===== config.mk =====
export PLATFORM = sky130hd
export DESIGN_NAME = alu_seq
export DESIGN_NICKNAME = d
export VERILOG_FILES = /design/src/rtl/alu_seq.sv
export SDC_FILE = /design/constraint.sdc
export NUM_CORES = 1
export LEC_CHECK = 0
export ABC_AREA = 1
export CAP_MARGIN = 0
export CORE_MARGIN = 3
export CORE_UTILIZATION = 50
export DETAILED_ROUTE_END_ITERATION = 8
export PLACE_DENSITY = 0.69
export SYNTH_ARGS = -nofsm -noshare
export SYNTH_HDL_FRONTEND = slang
export SYNTH_SLANG_ARGS = --single-unit

===== constraint.sdc =====
create_clock -name clk -period 5.4 [get_ports clk]
set_input_delay 0.81 -clock clk [delete_from_list [all_inputs] [get_ports clk]]
set_output_delay 0.81 -clock clk [all_outputs]
set_load 0.02 [all_outputs]

===== src/rtl/alu_seq.sv =====
// Sequential ALU: one-edge result for most ops, WIDTH-iteration shift-add multiply for op 14.
// Result is held in DONE until out_ready; requests are refused (in_ready=0) outside IDLE.
module alu_seq #(
   parameter int WIDTH = 8
) (
   input  logic             clk,
   input  logic             reset,
   input  logic             in_valid,
   output logic             in_ready,
   input  logic [3:0]       inst,
   input  logic [WIDTH-1:0] a,
   input  logic [WIDTH-1:0] b,
   output logic             out_valid,
   input  logic             out_ready,
   output logic [WIDTH-1:0] ans,
   output logic             carry,
   output logic             zero,
   output logic             busy
);

   localparam int CW = $clog2(WIDTH) + 1;
   localparam logic [CW-1:0]  LAST = CW'(WIDTH - 1);
   localparam logic [WIDTH:0] ONE  = (WIDTH + 1)'(1);

   typedef enum logic [1:0] {IDLE, MUL, DONE} state_t;

   state_t               state;
   logic [WIDTH:0]       res;
   logic [2*WIDTH-1:0]   prod;
   logic [2*WIDTH-1:0]   mcand;
   logic [2*WIDTH-1:0]   prod_nxt;
   logic [WIDTH-1:0]     mplier;
   logic [CW-1:0]        cnt;

   // res is {carry, ans}; the default keeps the old result so NOPs need no special case
   always_comb begin
      res = {carry, ans};
      case (inst)
         4'd0:  res = {1'b0, b};
         4'd1:  res = {1'b0, a};
         4'd2:  res = {1'b0, a} + {1'b0, b};
         4'd3:  res = {1'b0, a} - {1'b0, b};
         4'd4:  res = {1'b0, a & b};
         4'd5:  res = {1'b0, b} + ONE;
         4'd6:  res = {1'b0, b} - ONE;
         4'd7:  res = {1'b0, a ^ b};
         4'd9:  res = '0;
         4'd10: res = {1'b0, a | b};
         4'd11: res = {1'b0, b[WIDTH/2-1:0], b[WIDTH-1:WIDTH/2]};
         4'd12: res = {b, 1'b0};
         4'd13: res = {b[0], 1'b0, b[WIDTH-1:1]};
         default: res = {carry, ans};
      endcase
   end

   assign prod_nxt = prod + (mplier[0] ? mcand : '0);

   always_ff @(posedge clk or negedge reset) begin
      if (!reset) begin
         state     <= IDLE;
         ans       <= '0;
         carry     <= 1'b0;
         zero      <= 1'b1;
         out_valid <= 1'b0;
         busy      <= 1'b0;
         in_ready  <= 1'b0;
         prod      <= '0;
         mcand     <= '0;
         mplier    <= '0;
         cnt       <= '0;
      end else begin
         case (state)
            IDLE: begin
               if (in_valid && in_ready) begin
                  in_ready <= 1'b0;
                  if (inst == 4'd14) begin
                     state  <= MUL;
                     busy   <= 1'b1;
                     prod   <= '0;
                     mcand  <= {{WIDTH{1'b0}}, a};
                     mplier <= b;
                     cnt    <= '0;
                  end else begin
                     state     <= DONE;
                     out_valid <= 1'b1;
                     ans       <= res[WIDTH-1:0];
                     carry     <= res[WIDTH];
                     zero      <= (res[WIDTH-1:0] == '0);
                  end
               end else begin
                  in_ready <= 1'b1;
               end
            end
            MUL: begin
               prod   <= prod_nxt;
               mcand  <= mcand << 1;
               mplier <= mplier >> 1;
               cnt    <= cnt + 1'b1;
               if (cnt == LAST) begin
                  state     <= DONE;
                  busy      <= 1'b0;
                  out_valid <= 1'b1;
                  ans       <= prod_nxt[WIDTH-1:0];
                  carry     <= |prod_nxt[2*WIDTH-1:WIDTH];
                  zero      <= (prod_nxt[WIDTH-1:0] == '0);
               end
            end
            DONE: begin
               if (out_ready) begin
                  state     <= IDLE;
                  out_valid <= 1'b0;
                  in_ready  <= 1'b1;
               end
            end
            default: state <= IDLE;
         endcase
      end
   end

endmodule


* After elaboration in Yosys (flattened, before gate mapping) *
Cells that the tools add are included.

word-level totals
  flip-flop bits (word level) = 59
  bits in latches = 0
  bits in writable memories = 0
  bits in read-only memories = 0
  input bits = 24
  output and inout bits = 13
  word-level logic and storage cells = 101
  memories kept = 0

operators by class
  add/sub/neg operators = 6
  multipliers = 0
  divide/modulo/power cells = 0
  order comparisons = 0
  equality and inequality tests = 22
  shift-type cells = 0
  multiplexer cells = 43
  bitwise operators = 3
  reductions and logical operators = 16

operators with widths
  cell                                                     number
  one-hot mux 9 bit (13 select lines)                      1
  two-way mux 16 bit                                       5
  one-hot mux 16 bit (2 select lines)                      2
  two-way mux 8 bit                                        5
  one-hot mux 8 bit (2 select lines)                       2
  == test 4 bit (second input constant)                    6
  == test 4 x 3 -> 1 bit (second input constant)           5
  adder 16 bit                                             1
  zero test 8 bit                                          2
  two-way mux 1 bit                                        15
  inequality test 14 x 1 -> 1 bit (second input constant)  1
  inequality test 2 bit (second input constant)            5
  AND reduction 5 bit                                      2
  adder 8 x 1 -> 9 bit (second input constant)             1
  adder 8 x 8 -> 9 bit                                     1
  subtractor 8 x 1 -> 9 bit (second input constant)        1
  subtractor 8 x 8 -> 9 bit                                1
  bitwise AND 8 bit                                        1
  == test 4 x 2 -> 1 bit (second input constant)           2
  two-way mux 2 bit                                        4
  two-way mux 4 bit                                        2
  OR 8 bit                                                 1
  one-hot mux 1 bit (2 select lines)                       4
  one-hot mux 4 bit (2 select lines)                       1
  other kinds (16)                                         19

* Longest topological paths before layout *
Gate-level depths: netlist of run 1.

  depth in word-level cells = 6
  depth in mapped cells = 22
  depth with buffers taken out = 22

* Worst setup path before layout of run 1 *
OpenSTA, ideal clock, no wires.

  path kind = input -> register
  from = in a[0]
  to = reg zero
  arrival time = 2788 ps
  required time = 5327 ps
  path slack = 2539 ps
  stages on the path = 21
  path through = inv_1 > ha_1 > nand3_1 > nor2_1 > nand2_1 > nand2_1 > nand2_1 > nand2_1 > nand2_1 > ha_1 > nand2_1 > inv_1 > a21oi_1 > nand3_1 > nand3_1 > nand3_1 > nand2_1 > nand2_1 > nor2_1 > nand3_1 > a21oi_1

on the way
  word-level cells in the longest chain between the ends = 6
  elaborated cells on any way between the ends = 10
  classes of those cells = add/sub (2); mux (4); bitwise (3); reduce/logical (1)

RTL lines
  what                                                     RTL line  RTL
  start: declaration                                       11        input logic [WIDTH-1:0] a,
  subtractor 8 x 8 -> 9 bit, or another cell as far along  42        4'd3: res = {1'b0, a} - {1'b0, b};
  one-hot mux 9 bit (13 select lines) *                    38        case (inst)
  zero test 8 bit *                                        88        zero <= (res[WIDTH-1:0] == '0);
  two-way mux 1 bit *                                      76        if (inst == 4'd14) begin
  two-way mux 1 bit *                                      74        if (in_valid && in_ready) begin
  one-hot mux 1 bit (2 select lines) *                     72        case (state)
  end signal: assignment                                   88
  end signal: assignment                                   105       zero <= (prod_nxt[WIDTH-1:0] == '0);
  end: declaration                                         17        output logic zero,

Mark *: on every way between the ends. The rest lies on a longest branch, timed or not. The select of a mux whose other input is x is not followed.
A chain may end at the register's enable or synchronous reset.

* Worst setup path in the final report of run 1 *
  from = in a[2]
  to = reg carry

on the way
  word-level cells in the longest chain between the ends = 5
  elaborated cells on any way between the ends = 6
  classes of those cells = add/sub (2); mux (4)

RTL lines
  what                                                                      RTL line  RTL
  subtractor 8 x 8 -> 9 bit / adder 8 x 8 -> 9 bit (equally long branches)  42, 41
  one-hot mux 9 bit (13 select lines) *                                     38
  two-way mux 1 bit *                                                       76
  two-way mux 1 bit *                                                       74
  one-hot mux 1 bit (2 select lines) *                                      72
  end signal: assignment                                                    87        carry <= res[WIDTH];
  end signal: assignment                                                    104       carry <= |prod_nxt[2*WIDTH-1:WIDTH];
  end: declaration                                                          16        output logic carry,

Marks and branches as above.

==> results of run 1 <==
## layout make-up
cell class | instances | area, µm²
well taps | 136 | 170
multi-input cells | 644 | 3470
flip-flops and latches | 59 | 1480
repair buffers | 38 | 370
inverters | 120 | 450
fillers | 1020 | 4330
clock inverters | 5 | 36.3
clock buffers | 11 | 151
## synth_stat cells, types with 2 or more instances
| cell type | instances | area (µm²) |
|---|---|---|
| sky130_fd_sc_hd__inv_1 | 114 | 428 |
| sky130_fd_sc_hd__o21bai_1 | 3 | 22.5 |
| sky130_fd_sc_hd__nand2_2 | 5 | 31.3 |
| sky130_fd_sc_hd__a32o_1 | 2 | 20.0 |
| sky130_fd_sc_hd__nor3_1 | 4 | 20.0 |
| sky130_fd_sc_hd__a21o_1 | 2 | 15.0 |
| sky130_fd_sc_hd__fa_1 | 3 | 60.1 |
| sky130_fd_sc_hd__nand4_1 | 10 | 62.6 |
| sky130_fd_sc_hd__o21ai_0 | 44 | 220 |
| sky130_fd_sc_hd__nand3b_1 | 7 | 52.6 |
| sky130_fd_sc_hd__nor2_2 | 2 | 12.5 |
| sky130_fd_sc_hd__nor2_1 | 79 | 297 |
| sky130_fd_sc_hd__xnor2_1 | 5 | 43.8 |
| sky130_fd_sc_hd__o21ai_1 | 2 | 10.0 |
| sky130_fd_sc_hd__o22ai_1 | 13 | 81.3 |
| sky130_fd_sc_hd__nand3_1 | 70 | 350 |
| sky130_fd_sc_hd__a21oi_1 | 30 | 150 |
| sky130_fd_sc_hd__o211ai_1 | 13 | 97.6 |
| sky130_fd_sc_hd__clkbuf_1 | 10 | 37.5 |
| sky130_fd_sc_hd__a31oi_1 | 9 | 56.3 |
| sky130_fd_sc_hd__inv_2 | 6 | 22.5 |
| sky130_fd_sc_hd__o21ai_2 | 2 | 17.5 |
| sky130_fd_sc_hd__buf_2 | 4 | 20.0 |
| sky130_fd_sc_hd__dfrtp_1 | 58 | 1450 |
| sky130_fd_sc_hd__ha_1 | 50 | 626 |
| sky130_fd_sc_hd__or2_1 | 2 | 12.5 |
| sky130_fd_sc_hd__nand2_1 | 257 | 965 |
| sky130_fd_sc_hd__xor2_1 | 9 | 78.8 |
| sky130_fd_sc_hd__or2_2 | 9 | 56.3 |
## cells by family after synthesis
group / share of synthesized area
AO/OA/AOI/OAI: 0.139
XOR/XNOR: 0.0224
adder cells (fa/ha/maj): 0.126
buffers and inverters: 0.0939
flip-flops: 0.270
AND/OR/NAND/NOR: 0.349
## stage by stage
stage	total power [mW]	instance area (µm²)	hold slack, ns	worst slack (ns)	std cells
final	2.38	6130	0.485	1.81	1013
after global routing	2.59	6130	0.513	1.48	1013
after CTS	2.38	6130	0.492	1.89	1013
after detailed placement	1.98	5940	0.475	1.53	997
after global placement	1.96	5940	0.464	1.51	997
after floorplan	1.59	5460	0.448	2.54	838
## metal layers
layer / global-route usage / wire length [µm] / vias up
met5: 0 / 0 / -
met3: 0.0477 / 905 / 43
met4: 0.128 / 684 / 0
met2: 0.463 / 7690 / 180
li1: - / - / 2784
met1: 0.364 / 7610 / 2616
## final timing paths
| kind | start | endpoint | slack, ns | cells past startpoint |
|---|---|---|---|---|
| setup / recovery | a[2] | carry$_DFFE_PN0P_ | 1.81 | 17 |
| hold / removal | out_valid$_DFFE_PN0P_ | out_valid$_DFFE_PN0P_ | 0.49 | 1 |
| setup reg to reg | state[1]$_DFFE_PN0P_ | carry$_DFFE_PN0P_ | 2.20 | 10 |
| hold reg to reg | out_valid$_DFFE_PN0P_ | out_valid$_DFFE_PN0P_ | 0.49 | 1 |
| max in group asynchronous | reset | ans[6]$_DFFE_PN0P_ | 4.28 | 2 |
| min in group asynchronous | reset | prod[15]$_DFFE_PN0P_ | 0.59 | 2 |
## power breakdown
group / total [mW] / switching [mW] / internal (mW)
Sequential: 0.781 / 0.147 / 0.634
Combinational: 1.21 / 0.755 / 0.459
Clock: 0.388 / 0.196 / 0.192
## sequential cells by signal, summed over array words and instances, names as in the netlist
signal and cells:
zero 1, busy 1, carry 1, state 2, mcand 16, mplier 8, ans 8, prod 16
in_ready 1, out_valid 1, cnt 4
==> flow_summary_export.csv, run 1 <==
group,metric,value,unit
cts,clk_root_buf,"sky130_fd_sc_hd__clkbuf_8",
grt,grt_start_max_net_pins,60,
floorplan,die-area,0.0122,mm²
timing,min_period_over_period,0.666,
cts,clk_transition_reported_paths,0.07,ns
route,drc,0,
floorplan,rows,37,
timing,fmaxAchievable,0.278,GHz
logic_synthesis,synth-edff-count,0,
finish,num_antenna_cells,0,
placed_design,port-buffer-count,36,
finish,layout.nets,949,
floorplan,design.core.area,0.0105,mm²
route,vias,5623,
pwr,power_leakage,3.21,nW
floorplan,die_h,111,µm
grt,grt_antenna_before_repair,0,
floorplan,ios,37,
hold_path,worst_hold_path_type,"reg -> reg",
placed_design,globalplace.congestion,0.974,
timing,final_max_slew_viol_count,0,
critical_path,delay_of_the_slowest_cell_on_the_worst_path,0.60,ns
finish,top_library_cells_by_usage_in_the_layout_fill_and_taps_aside,"257 x sky130_fd_sc_hd__nand2_1, 114 x sky130_fd_sc_hd__inv_1, 79 x sky130_fd_sc_hd__nor2_1",
logic_synthesis,ys_types,43,
critical_path,critical_path.most_common_cell,"sky130_fd_sc_hd__a21oi_1",
cts,cts_made_buffers,9,
cts,numClockSinks,59,
finish,layout.cells.most_common,"sky130_fd_sc_hd__nand2_1",
placed_design,post-dp-hpwl,13.3,mm
critical_path,startpoint_type,"input pin",
critical_path,critPathSlowestCell,"sky130_fd_sc_hd__clkdlybuf4s50_1",
logic_synthesis,syn-mean-instance-area,6.52,µm²
timing,worst_clock_skew,0.0167,ns
timing,min_period,3.59,ns
critical_path,cpLargestDelayFamily,"simple AND/OR/NAND/NOR gates",
grt,gr-usage-all-layers,0.282,
timing,final.setup.tns,0,ns
pwr,power.ir.vdd_worst,0.227,mV
logic_synthesis,ys_async_sr_fraction,1.00,
cts,cts_resized,0,
grt,first_global_vias,5638,
route,wl_per_cell,16.7,µm
logic_synthesis,post_synth_inst_count,838,
timing,transition_time_at_the_pin_with_the_least_slew_margin,0.753,ns
route,iter_0_drt_violations,496,
timing,grt_setup_unrepaired,"false",
cts,clock_tree.buffer_depth,2,
route,vias_per_std_cell,5.55,
finish,syn2layout_area_growth,12.2,%
critical_path,worstPathArrival,3.86,ns
route,firstDrtPassIters,5,
cts,cts_tree,"done",
finish,drive_above_1_share,0.0547,
cts,clock_insertion_delay_worst_skew,0.35,ns
critical_path,worst-endpoint-required,5.67,ns
floorplan,die_w,111,µm
critical_path,timing.setup.critical_path_class,"in -> reg",
timing,final_setup_vio_count,0,
critical_path,cp.buffers_inverters,3,
floorplan,start_util,0.522,
route,antenna_violating_nets_post_route,0,
cts,h_tree_levels,3,
pwr,power.density,389,mW/mm²
grt,grt_pass1_wl,28.1,mm
timing,report.final.hold_viol_count,0,
run,maxCapViolations,0,
cts,holdBufCountCts,0,
logic_synthesis,dominantRegCellSynth,"sky130_fd_sc_hd__dfrtp_1",
timing,max_slew_margin,0.496,
logic_synthesis,share_of_synthesized_area_occupied_by_flip_flops_and_latches,0.270,
grt,global_route.overflow_total,0,
critical_path,worstPathMaxFanout,7,
critical_path,setup.worst_path.end_class,"flip-flop",
critical_path,cp_cell_sequence,"clkdlybuf4s50_1, nor3_1, nand3_1, nor2_1, inv_1, o211ai_1, o311ai_0, ha_1, a21oi_1, o21ai_0, a21oi_1, inv_1, nand2_1, nand3_1, nand2_1, a21boi_1, a21oi_1",
run_status,result_of_the_run,"finished, final reports clean",
logic_synthesis,synth_seq_cells,59,
logic_synthesis,yosysWarnings,0,
route,routed_wirelength,16.9,mm
logic_synthesis,synth_fp_nets,915,
finish,finalCoreUtilization,0.586,
logic_synthesis,post_synth_instance_area,0.00546,mm²
cts,setup_buffers_after_cts,0,
(Power assumes the default switching activity.)
==> run 2, diff against run 1 <==
PLACE_DENSITY = 0.72   (was 0.69)
clock period = 3 ns   (was 5.4 ns; I/O delays follow)
==> flow_summary_export.csv, run 2 (synthesis results as in run 1) <==
group,metric,value,unit
run_status,result_of_the_run,"finished, final reports clean",
timing,min_period,2.85,ns
route,drc,0,
timing,timing.final.ws_setup,0.155,ns
finish,layout.cells.most_common,"sky130_fd_sc_hd__nand2_1",
cts,clock_insertion_delay_worst_skew,0.35,ns
critical_path,setup.worst_path.end_class,"flip-flop",
floorplan,start_util,0.522,
pwr,p_total,4.58,mW
grt,first_global_vias,5768,
timing,worst_clock_skew,0.0118,ns
hold_path,worst_hold_path_type,"in -> async",
placed_design,post-dp-hpwl,14.5,mm
route,vias_per_std_cell,5.52,
route,vias,5981,
critical_path,worst-endpoint-required,3.26,ns
cts,clk_root_buf,"sky130_fd_sc_hd__clkbuf_8",
timing,final_setup_vio_count,0,
finish,fillers,975,
finish,top_library_cells_by_usage_in_the_layout_fill_and_taps_aside,"255 x sky130_fd_sc_hd__nand2_1, 112 x sky130_fd_sc_hd__inv_1, 76 x sky130_fd_sc_hd__nor2_1",
timing,min_period_over_period,0.948,
placed_design,port-buffer-count,36,
floorplan,die-area,0.0122,mm²
cts,holdBufCountCts,0,
timing,report.final.hold_viol_count,0,
pwr,power.ir.vdd_worst,0.467,mV
timing,final_max_slew_viol_count,0,
timing,hold_slack,0.0877,ns
finish,drive_above_1_share,0.138,
floorplan,die_w,111,µm
route,firstDrtPassIters,6,
cts,clock_tree.buffer_depth,2,
critical_path,r2r_slack,0.45,ns
grt,grt_pass1_wl,29.1,mm
timing,max_slew_margin,0.620,
cts,cts_tree,"done",
route,antenna_violating_nets_post_route,0,
critical_path,worstPathMaxFanout,4,
route,routed_wirelength,18.1,mm
critical_path,worstPathArrival,3.11,ns
pwr,power.density,677,mW/mm²
pwr,power_leakage,3.63,nW
finish,syn2layout_area_growth,23.7,%
finish,num_antenna_cells,0,
placed_design,globalplace.congestion,1.03,
grt,global_route.overflow_total,0,
grt,grt_antenna_before_repair,0,
timing,fmaxAchievable,0.351,GHz
critical_path,startpoint_type,"input pin",
cts,h_tree_levels,3,
finish,multi_input_comb_area,0.00352,mm²
finish,layout.nets,1020,
grt,grt_start_max_net_pins,36,
timing,final.setup.tns,0,ns
critical_path,timing.setup.critical_path_class,"in -> reg",
timing,grt_setup_unrepaired,"false",
cts,numClockSinks,59,
timing,transition_time_at_the_pin_with_the_least_slew_margin,0.570,ns
run,maxCapViolations,0,
floorplan,ios,37,
finish,biggestRegsByFlops,"mcand: 16 flops, prod: 16 flops",
finish,layout.cell_area.non_filler,0.00676,mm²
finish,area.sequential,0.00148,mm²
placed_design,placed_cell_area,0.00647,mm²
cts,clk_transition_reported_paths,0.08,ns
route,wl_per_cell,16.7,µm
cts,cts_made_buffers,9,
grt,gr-usage-all-layers,0.294,
route,iter_0_drt_violations,520,
placed_design,post-place-ws,-0.443,ns
floorplan,rows,37,
floorplan,die_h,111,µm
floorplan,design.core.area,0.0105,mm²
run 2: cell types whose count changed in the layout (fill, tap and decap cells not counted), sizes merged, moves of 2 or more:
cell,before,now
buf,3,74
clkdlybuf4s50,35,29
bufinv,0,2
dlymetal6s2s,0,5
clkinvlp,3,1
run 2: final timing paths:
| check | start | end | cells past startpoint |
|---|---|---|---|
| min in group clk | prod[0]$_DFFE_PN0P_ | prod[0]$_DFFE_PN0P_ | 2 |
| max in group asynchronous | reset | zero$_DFFE_PN1P_ | 2 |
| max | inst[2] | carry$_DFFE_PN0P_ | 19 |
| min reg2reg | prod[0]$_DFFE_PN0P_ | prod[0]$_DFFE_PN0P_ | 2 |
| min | reset | prod[13]$_DFFE_PN0P_ | 1 |
| max reg2reg | mplier[0]$_DFFE_PN0P_ | carry$_DFFE_PN0P_ | 16 |
run 2: layout make-up:
type,instances,share of cell area
inverter,120,0.0666
sequential,59,0.219
timing repair buffer,109,0.135
clock inverter,4,0.0107
tap,136,0.0252
clock buffer,12,0.0230
multi-input combinational,644,0.521
run 2: timing repair:
action,in CTS,in global routing
endpoints found under the setup margin,2,5
resized for setup,3,18
setup buffers,0,0
pin swaps,0,4
run 2: through the flow:
step                std cells   util
floorplan                 838      -
global placement         1068  0.619
detailed placement       1068  0.619
CTS                      1084  0.641
global route             1084  0.646
finish                   1084  0.646
run 2: where the power goes:
part	switching, mW	leakage (nW)	internal, mW
Combinational	1.41	2.79	0.925
Sequential	0.248	0.734	1.14
Clock	0.341	0.113	0.512
Total	2.00	3.63	2.58
run 2: critical path, stage by stage:
cell                              delay [ns]
sky130_fd_sc_hd__clkdlybuf4s50_1        0.48
sky130_fd_sc_hd__inv_1                  0.06
sky130_fd_sc_hd__nor2_2                 0.14
sky130_fd_sc_hd__nand2_2                0.10
sky130_fd_sc_hd__nand2_2                0.09
sky130_fd_sc_hd__inv_1                  0.07
sky130_fd_sc_hd__buf_4                  0.13
sky130_fd_sc_hd__nand2_1                0.10
sky130_fd_sc_hd__o311ai_2               0.11
sky130_fd_sc_hd__ha_1                   0.36
sky130_fd_sc_hd__a21oi_1                0.16
sky130_fd_sc_hd__o21ai_0                0.09
sky130_fd_sc_hd__a21oi_1                0.22
sky130_fd_sc_hd__inv_1                  0.08
sky130_fd_sc_hd__nand2_1                0.07
sky130_fd_sc_hd__nand3_1                0.09
sky130_fd_sc_hd__nand2_2                0.11
sky130_fd_sc_hd__a21boi_1               0.06
sky130_fd_sc_hd__a21oi_1                0.13
run 2: metal layers:
metal  GRT usage  wire length, µm  vias up
li1            -                -     2935
met1       0.381             7710     2762
met2       0.483             8600      233
met3      0.0559             1210       51
met4       0.118              627        0
met5           0                0        -
